**config.mk**
```make
export PLATFORM = sky130hd
export DESIGN_NAME = sprite_anim_mapper
export DESIGN_NICKNAME = d
export VERILOG_FILES = /design/src/rtl/sprite_anim_mapper.sv
export SDC_FILE = /design/constraint.sdc
export NUM_CORES = 1
export LEC_CHECK = 0
export BUFFER_PORTS_ARGS = -buffer_cell sky130_fd_sc_hd__buf_2
export CORE_UTILIZATION = 64
export DETAILED_ROUTE_END_ITERATION = 10
export HOLD_SLACK_MARGIN = 0.15
export PLACE_DENSITY = 0.89
export SYNTH_ARGS = -nofsm -noshare
export SYNTH_HDL_FRONTEND = slang
export SYNTH_SLANG_ARGS = --single-unit
```
**constraint.sdc**
```tcl
create_clock -name vga_clk -period 14.1 [get_ports vga_clk]
set_input_delay 2.82 -clock vga_clk [delete_from_list [all_inputs] [get_ports vga_clk]]
set_output_delay 2.82 -clock vga_clk [all_outputs]
set_load 0.05 [all_outputs]
```
**src/rtl/sprite_anim_mapper.sv**
```systemverilog
// Animated sprite to ROM address mapper with a fixed 3-cycle pixel pipeline.
// Define SPRITE_TRANSP_EN to treat palette index TRANSP_IDX as transparent.
module sprite_anim_mapper #(
    parameter int SPR_W      = 21,
    parameter int SPR_H      = 45,
    parameter int SCALE_LOG2 = 0,
    parameter int NUM_FRAMES = 4,
    parameter int FRAME_HOLD = 8,
    parameter int ADDR_W     = 12,
    parameter int IDX_W      = 5,
    parameter int TRANSP_IDX = 0
) (
    input  logic              vga_clk,
    input  logic              reset,
    input  logic [9:0]        DrawX,
    input  logic [9:0]        DrawY,
    input  logic              blank,
    input  logic              frame_start,
    input  logic [9:0]        pos_x,
    input  logic [9:0]        pos_y,
    input  logic              flip,
    input  logic              anim_en,
    input  logic              anim_restart,
    output logic [ADDR_W-1:0] rom_address,
    input  logic [IDX_W-1:0]  rom_q,
    output logic [IDX_W-1:0]  pix_idx,
    output logic              pix_hit
);

    localparam int FRAME_SZ = SPR_W * SPR_H;
    localparam int CNT_W = (FRAME_HOLD > 1) ? $clog2(FRAME_HOLD) : 1;
    localparam int FRM_W = (NUM_FRAMES > 1) ? $clog2(NUM_FRAMES) : 1;
    localparam logic [10:0] BOX_W = 11'(SPR_W << SCALE_LOG2);
    localparam logic [10:0] BOX_H = 11'(SPR_H << SCALE_LOG2);
    localparam logic [IDX_W-1:0] TKEY = IDX_W'(TRANSP_IDX);
`ifdef SPRITE_TRANSP_EN
    localparam bit TRANSP_EN = 1'b1;
`else
    localparam bit TRANSP_EN = 1'b0;
`endif

    logic [9:0]        sx;
    logic [9:0]        sy;
    logic              sflip;
    logic [CNT_W-1:0]  cnt;
    logic [FRM_W-1:0]  frame;

    logic              inbox;
    logic [10:0]       ox;
    logic [10:0]       oy;
    logic [10:0]       lx_raw;
    logic [10:0]       lx;
    logic [10:0]       ly;
    logic [ADDR_W-1:0] base;
    logic [ADDR_W-1:0] addr_n;

    logic              inbox_d1;
    logic              inbox_d2;
    logic              blank_d1;
    logic              blank_d2;
    logic              opaque;

    // Shadow position and animation state only move on frame boundaries
    always_ff @(posedge vga_clk) begin
        if (reset) begin
            sx    <= '0;
            sy    <= '0;
            sflip <= 1'b0;
            cnt   <= '0;
            frame <= '0;
        end else begin
            if (frame_start) begin
                sx    <= pos_x;
                sy    <= pos_y;
                sflip <= flip;
            end
            if (anim_restart) begin
                cnt   <= '0;
                frame <= '0;
            end else if (frame_start && anim_en) begin
                if (cnt == CNT_W'(FRAME_HOLD - 1)) begin
                    cnt   <= '0;
                    frame <= (frame == FRM_W'(NUM_FRAMES - 1)) ?
                             '0 : frame + 1'b1;
                end else begin
                    cnt <= cnt + 1'b1;
                end
            end
        end
    end

    always_comb begin
        ox     = {1'b0, DrawX} - {1'b0, sx};
        oy     = {1'b0, DrawY} - {1'b0, sy};
        inbox  = ({1'b0, DrawX} >= {1'b0, sx}) &&
                 ({1'b0, DrawX} < ({1'b0, sx} + BOX_W)) &&
                 ({1'b0, DrawY} >= {1'b0, sy}) &&
                 ({1'b0, DrawY} < ({1'b0, sy} + BOX_H));
        lx_raw = ox >> SCALE_LOG2;
        ly     = oy >> SCALE_LOG2;
        lx     = sflip ? (11'(SPR_W - 1) - lx_raw) : lx_raw;
        base   = ADDR_W'(32'(frame) * 32'(FRAME_SZ));
        addr_n = base;
        if (inbox)
            addr_n = base + ADDR_W'(32'(ly) * 32'(SPR_W) + 32'(lx));
    end

    assign opaque = !TRANSP_EN || (rom_q != TKEY);

    // Flags trail the ROM read so they line up with rom_q
    always_ff @(posedge vga_clk) begin
        if (reset) begin
            rom_address <= '0;
            inbox_d1    <= 1'b0;
            inbox_d2    <= 1'b0;
            blank_d1    <= 1'b0;
            blank_d2    <= 1'b0;
            pix_idx     <= '0;
            pix_hit     <= 1'b0;
        end else begin
            rom_address <= addr_n;
            inbox_d1    <= inbox;
            blank_d1    <= blank;
            inbox_d2    <= inbox_d1;
            blank_d2    <= blank_d1;
            pix_idx     <= rom_q;
            pix_hit     <= inbox_d2 && blank_d2 && opaque;
        end
    end

endmodule

```
==> impl_metrics.yaml, run 1 <==
routing:
  drc: 0
  viasPerCell: 5.85
  ant_nets: 0
  wl_per_cell_um: 15.0
  wirelength_um: 11000
  drt_iter0_drc: 218
  drtPass1Iterations: 5
  vias: 4268
global_routing:
  grt_pass1_wl_um: 18100
  grt-ovfl-total: 0
  grt_pass1_vias: 4152
  grtUsageTotal: 0.271
  grt_max_degree: 51
  antenna_found_initial: 0
yosys:
  synthCells: 565
  ys.flop_type: "dfxtp_1"
  yosysMostFrequentCell: "ha_1"
  avgSynthCellArea_um2: 8.76
  ys_types: 53
  syn_area_mm2: 0.00495
  async_flop_share: 0
  netlist_top_cells_area: "ha_1, dfxtp_1, fa_1, xnor2_1, inv_1"
  synth.largest_area_cell: "ha_1"
  ys_ff_latch: 48
  synth_nets: 728
  synth_common_cells: "ha_1, inv_1, nor2_1, dfxtp_1, a21oi_1"
  ys_warn_count: 0
  ys_seq_area_frac: 0.194
  yosysTopAreaCellShare: 0.220
  synth_edf_count: 0
hold_path:
  holdPathStages: 2
  min_from: "blank_d2$_SDFF_PP0_"
  min_to: "pix_hit$_SDFF_PP0_"
  hp-class: "reg -> reg"
placed_design:
  dp_hpwl_um: 8710
  numPortBuffers: 69
  preCtsSetupSlack_ns: 5.30
  place_inst: 722
  place_area_mm2: 0.00537
  gp_congestion: 0.959
power:
  power_mw: 1.01
  power_density_mw_per_mm2: 184
  ir_worst_vdd_uv: 143
  total_leakage_power_nw: 2.64
sta:
  holdWs_ns: 0.420
  finClkSkew_ns: 0.0141
  setup_viol: 0
  rsz0062_at_grt: "no"
  fin_ws_ns: 5.60
  tns_ns: 0
  slew_violations: 0
  period_needed_ns: 8.50
  finalHoldViolations: 0
  period_share: 0.603
  fmax_mhz: 118
  worstMarginPinSlew_ns: 0.862
  slew_headroom: 0.426
clocking:
  cts_max_level: 2
  cts_buffers: 5
  cts_setup_buffers: 0
  clk_latency_ns: 0.31
  root_buffer: "clkbuf_8"
  cts_buffer_depth: 2
  cts_tree: "built"
  clk_pin_slew_ns: 0.10
  ctsHoldBuffers: 0
  cts_resized: 0
  cts.sinks: 48
final_layout:
  syn_to_final_growth_pct: 11.3
  design_area_mm2: 0.00550
  ff_latch_area_um2: 961
  antenna_cells: 0
  layout.cells.non_filler: 730
  nets: 793
  finish.utilization: 0.747
  multi_input_area_mm2: 0.00366
  drive_above_1_share: 0.138
  fillers: 518
worst_setup_path:
  startpoint_type: "input port"
  path_class: "in -> reg"
  critPathRequiredTime_ns: 14.32
  rr_worst_depth: 23
  reg2reg_from: "sx[0]$_SDFFE_PP0P_"
  r2r_end: "rom_address[11]$_SDFF_PP0_"
  rrSetupSlack_ns: 7.86
  critPathArrivalTime_ns: 8.72
  cp-end-kind: "flip-flop"
  crit_fanout: 4
floorplanning:
  fp.dieW_um: 89.9
  initial_core_util: 0.671
  die_area_mm2: 0.00809
  rows: 31
  core_area_mm2: 0.00737
  die_y_um: 89.9
  ioPinCount: 70
run:
  drv_cap: 0
outcome:
  outcome: "complete, no violations"
==> critical path: stages <==
cell      delay, ns
buf_2          0.09
inv_1          0.08
ha_1           0.17
inv_1          0.06
fa_1           0.40
a21o_1         0.20
a21oi_1        0.34
nor2_1         0.10
a211oi_2       0.29
o221ai_1       0.21
o21ai_0        0.23
xnor2_1        0.15
ha_1           0.27
fa_1           0.48
fa_1           0.54
inv_1          0.05
fa_1           0.49
inv_1          0.04
ha_1           0.21
or4_1          0.49
a21oi_1        0.18
o31ai_1        0.11
xnor2_1        0.19
xnor3_1        0.24
a311oi_1       0.27
==> how the worst max path moves through the flow <==
stage,slack (ns),depth (start not counted),startpoint,to
final,5.60,25,DrawX[0],rom_address[11]$_SDFF_PP0_
after global routing,5.25,25,DrawX[0],rom_address[11]$_SDFF_PP0_
after CTS,5.63,25,DrawX[0],rom_address[11]$_SDFF_PP0_
after detailed placement,5.30,25,DrawX[0],rom_address[11]$_SDFF_PP0_
after global placement,5.56,25,DrawX[0],rom_address[11]$_SDFF_PP0_
after floorplan,5.86,24,DrawX[0],rom_address[11]$_SDFF_PP0_
==> placed cells by master, fill, tap and decap left out, types with 4 or more instances in the layout <==
cell	Yosys	layout
a21o_1	13	13
a21oi_1	41	41
buf_2	1	69
clkbuf_8	0	5
dfxtp_1	48	48
fa_1	24	24
ha_1	87	87
inv_1	73	73
mux2i_1	24	24
nand2_1	19	19
nand2b_1	5	5
nand3_1	10	10
nand4_1	5	5
nor2_1	50	50
nor2b_1	13	13
nor3_1	12	12
nor4_1	5	5
o21a_1	10	10
o21ai_0	19	19
o21bai_1	4	4
or4_1	4	4
xnor2_1	33	33
xor2_1	12	12
==> cell type report <==
class,instances,share of cell area
Sequential cell,48,0.175
Clock buffer,5,0.0125
Tap cell,99,0.0225
Clock inverter,3,0.0125
Multi-Input combinational cell,433,0.665
Timing Repair Buffer,69,0.0627
Inverter,73,0.0498
==> state kept, by name, summed over array words and instances (netlist names) <==
signal / count
rom_address: 12
sx: 10
sy: 10
pix_idx: 5
cnt: 3
frame: 2
blank_d1: 1
blank_d2: 1
inbox_d1: 1
inbox_d2: 1
pix_hit: 1
sflip: 1
==> layer usage <==
layer  GRT usage  share of wire
met1       0.337           0.44
met2       0.494           0.50
met3      0.0305          0.045
met4      0.0793          0.017
met5           0              0
==> report_power, final <==
part | total (mW) | switching (mW) | internal (mW)
clock | 0.121 | 0.0493 | 0.0714
sequential | 0.151 | 0.00614 | 0.145
combinational | 0.742 | 0.415 | 0.327
total | 1.01 | 0.470 | 0.544
==> cell families after synthesis <==
family                   after synthesis  synth area share
flip-flops                            48             0.194
AO/OA/AOI/OAI                        119             0.161
buffers and inverters                 84            0.0655
multiplexers                          24            0.0486
AND/OR/NAND/NOR                      133             0.130
adder cells (fa/ha/maj)              111             0.317
XOR/XNOR                              46            0.0842
No activity file was read; power rests on OpenSTA's default activity.
==> run 2: changes to the inputs <==
--- a/config.mk
+++ b/config.mk
@@ -5,11 +5,12 @@
 export SDC_FILE = /design/constraint.sdc
 export NUM_CORES = 1
 export LEC_CHECK = 0
+export ABC_AREA = 1
 export BUFFER_PORTS_ARGS = -buffer_cell sky130_fd_sc_hd__buf_2
-export CORE_UTILIZATION = 64
+export CORE_UTILIZATION = 54
 export DETAILED_ROUTE_END_ITERATION = 10
 export HOLD_SLACK_MARGIN = 0.15
-export PLACE_DENSITY = 0.89
+export PLACE_DENSITY = 0.8
 export SYNTH_ARGS = -nofsm -noshare
 export SYNTH_HDL_FRONTEND = slang
 export SYNTH_SLANG_ARGS = --single-unit
==> constraint.sdc (replaced) <==
create_clock -name vga_clk -period 7 [get_ports vga_clk]
set_input_delay 1.4 -clock vga_clk [delete_from_list [all_inputs] [get_ports vga_clk]]
set_output_delay 1.4 -clock vga_clk [all_outputs]
set_load 0.05 [all_outputs]
==> run 2 against run 1 <==
  * Register-to-register slack lost 6.4 ns
  * Sequential power grew 100%
  * Critical path type unchanged
  * Largest cell class unchanged
  * Clock skew shrank 0.0033 ns
  * Via count grew 4.4%
  * Power grew 140%
  * Sequential cell count is the same
  * Hold slack lost 0.015 ns
  * Design area grew 1.9%
  * Clock power grew 100%
==> impl_metrics.yaml, run 2 <==
power:
  power_density_mw_per_mm2: 440
  p_clk_frac: 0.098
  p_sw_frac: 0.516
  p_seq_frac: 0.123
  power.internal_mw: 1.19
  power_frac_comb: 0.778
  total_leakage_power_nw: 3.01
  p_sw_mw: 1.27
  ir_worst_vdd_uv: 329
sta:
  period_share: 0.922
  setup_viol: 0
  period_needed_ns: 6.46
  finalHoldViolations: 0
  slew_headroom: 0.326
  worstMarginPinSlew_ns: 1.01
  fmax_mhz: 155
  rsz0062_at_grt: "no"
  tns_ns: 0
  holdWs_ns: 0.405
  finClkSkew_ns: 0.0108
  slew_violations: 0
clocking:
  clk_latency_ns: 0.30
  cts_tree: "built"
  cts_resized: 0
  cts_setup_buffers: 0
  cts_buffer_depth: 2
  cts.sinks: 48
  root_buffer: "clkbuf_8"
  cts_buffers: 5
  ctsHoldBuffers: 0
  clk_pin_slew_ns: 0.10
  cts_max_level: 2
final_layout:
  finish.utilization: 0.631
  layout.cells.non_filler: 848
  design_area_mm2: 0.00561
  drive_above_1_share: 0.127
  regMostFlops: "rom_address"
  layout_commonest_cell: "nand2_1"
  syn_to_final_growth_pct: 11.4
  largest_registers: "rom_address: 12 flops, sx: 10 flops, sy: 10 flops"
  antenna_cells: 0
  nets: 902
  largest_register_ffs: 12
  fillers: 764
  final_cell_mix: "nand2_1, inv_1, ha_1"
global_routing:
  grt_pass1_vias: 4331
  antenna_found_initial: 0
  grt-ovfl-total: 0
  grtUsageTotal: 0.227
  grt_max_degree: 43
  grt_pass1_wl_um: 18100
routing:
  drt_iter0_drc: 142
  drc: 0
  wirelength_um: 10600
  vias: 4456
  viasPerCell: 5.25
  wl_per_cell_um: 12.5
  drtPass1Iterations: 5
  ant_nets: 0
yosys:
  synth_compound_area_frac: 0.112
  yosysTopAreaCellShare: 0.216
  synthSimpleGateAreaFrac: 0.205
  ys_ff_latch: 48
  synth_nets: 836
  ys_seq_area_frac: 0.191
  ys.flop_type: "dfxtp_1"
  syn_area_mm2: 0.00503
  ys_warn_count: 0
  synth_edf_count: 0
  synthCells: 673
  yosysMostFrequentCell: "nand2_1"
  synth.largest_area_cell: "ha_1"
  ys_types: 35
  synth_xor_area_frac: 0.0852
  netlist_top_cells_area: "ha_1, dfxtp_1, fa_1, nand2_1, inv_1"
  synth_common_cells: "nand2_1, inv_1, ha_1, a21oi_1, dfxtp_1"
  synth_top_family_by_area: "adder cells"
  async_flop_share: 0
  synth_fa_ha_area_frac: 0.312
  synth.mux.area_fraction: 0
  avgSynthCellArea_um2: 7.48
worst_setup_path:
  crit_path_max_incr_delay_ns: 0.55
  path_class: "in -> reg"
  crit_fanout: 4
  cp-end-kind: "flip-flop"
  crit_slowest_cell: "fa_1"
  startpoint_type: "input port"
  critPathArrivalTime_ns: 6.66
  cp_common_cell: "inv_1"
  critPathRequiredTime_ns: 7.21
floorplanning:
  die_area_mm2: 0.00971
  die_y_um: 98.6
  rows: 34
  initial_core_util: 0.566
  fp.dieW_um: 98.6
  ioPinCount: 70
  core_area_mm2: 0.00889
outcome:
  outcome: "complete, no violations"
run:
  drv_cap: 0
placed_design:
  place_area_mm2: 0.00547
  numPortBuffers: 69
  gp_congestion: 0.915
  place_inst: 840
  dp_hpwl_um: 8860
hold_path:
  hp-class: "reg -> reg"
==> run 2: final timing paths <==
path | startpoint | endpoint | slack (ns) | depth (start not counted)
setup / recovery | DrawX[0] | rom_address[11]$_SDFF_PP0_ | 0.54 | 31
setup reg to reg | sx[0]$_SDFFE_PP0P_ | rom_address[11]$_SDFF_PP0_ | 1.42 | 29
hold / removal | inbox_d1$_SDFF_PP0_ | inbox_d2$_SDFF_PP0_ | 0.40 | 2
hold reg to reg | inbox_d1$_SDFF_PP0_ | inbox_d2$_SDFF_PP0_ | 0.40 | 2
==> run 2: cell type report <==
type	instances	area, um2	area share
Clock buffer	5	68.8	0.0123
Tap cell	108	135	0.0241
Sequential cell	48	961	0.171
Inverter	115	432	0.0770
Multi-Input combinational cell	500	3600	0.641
Timing Repair Buffer	69	345	0.0616
Clock inverter	3	68.8	0.0123
==> run 2: stage by stage <==
stage	power, mW	worst slack (ns)
global route	2.75	0.116
finish	2.46	0.544
global placement	2.10	0.497
CTS	2.48	0.549
detailed placement	2.20	0.232
floorplan	1.83	0.815
==> run 2: power by group through the flow <==
| stage | sequential [mW] | clock (mW) | combinational [mW] |
|---|---|---|---|
| floorplan | 0.348 | 0 | 1.48 |
| finish | 0.303 | 0.243 | 1.92 |
| CTS | 0.303 | 0.250 | 1.92 |
| detailed placement | 0.310 | 0 | 1.89 |
| global placement | 0.309 | 0 | 1.79 |
| global route | 0.306 | 0.260 | 2.18 |
==> run 2: routing by layer <==
metal	GRT usage	wire length (um)	share of wire	vias up
met5	0	0	0	-
met4	0.0608	188	0.018	0
met3	0.0277	394	0.037	15
met2	0.427	5270	0.50	120
met1	0.270	4710	0.45	2024
li1	-	-	-	2297
==> run 2: kinds of logic (layout without fill, tap and decap cells) <==
kind of cell	after synthesis	after routing
and+or+nand+nor	235	235
buffers and inverters	125	192
adders and majority gates	111	111
AOI/OAI and AO/OA	105	105
xor gates and xnor gates	49	49
DFF	48	48
==> run 2: worst max-delay path: cells and delay by family <==
kind	cells	cell delay (ns)
compound gates	4	0.67
xor+xnor	2	0.43
fa+ha+maj	7	2.71
buf+inv	8	0.52
simple gates	10	0.94
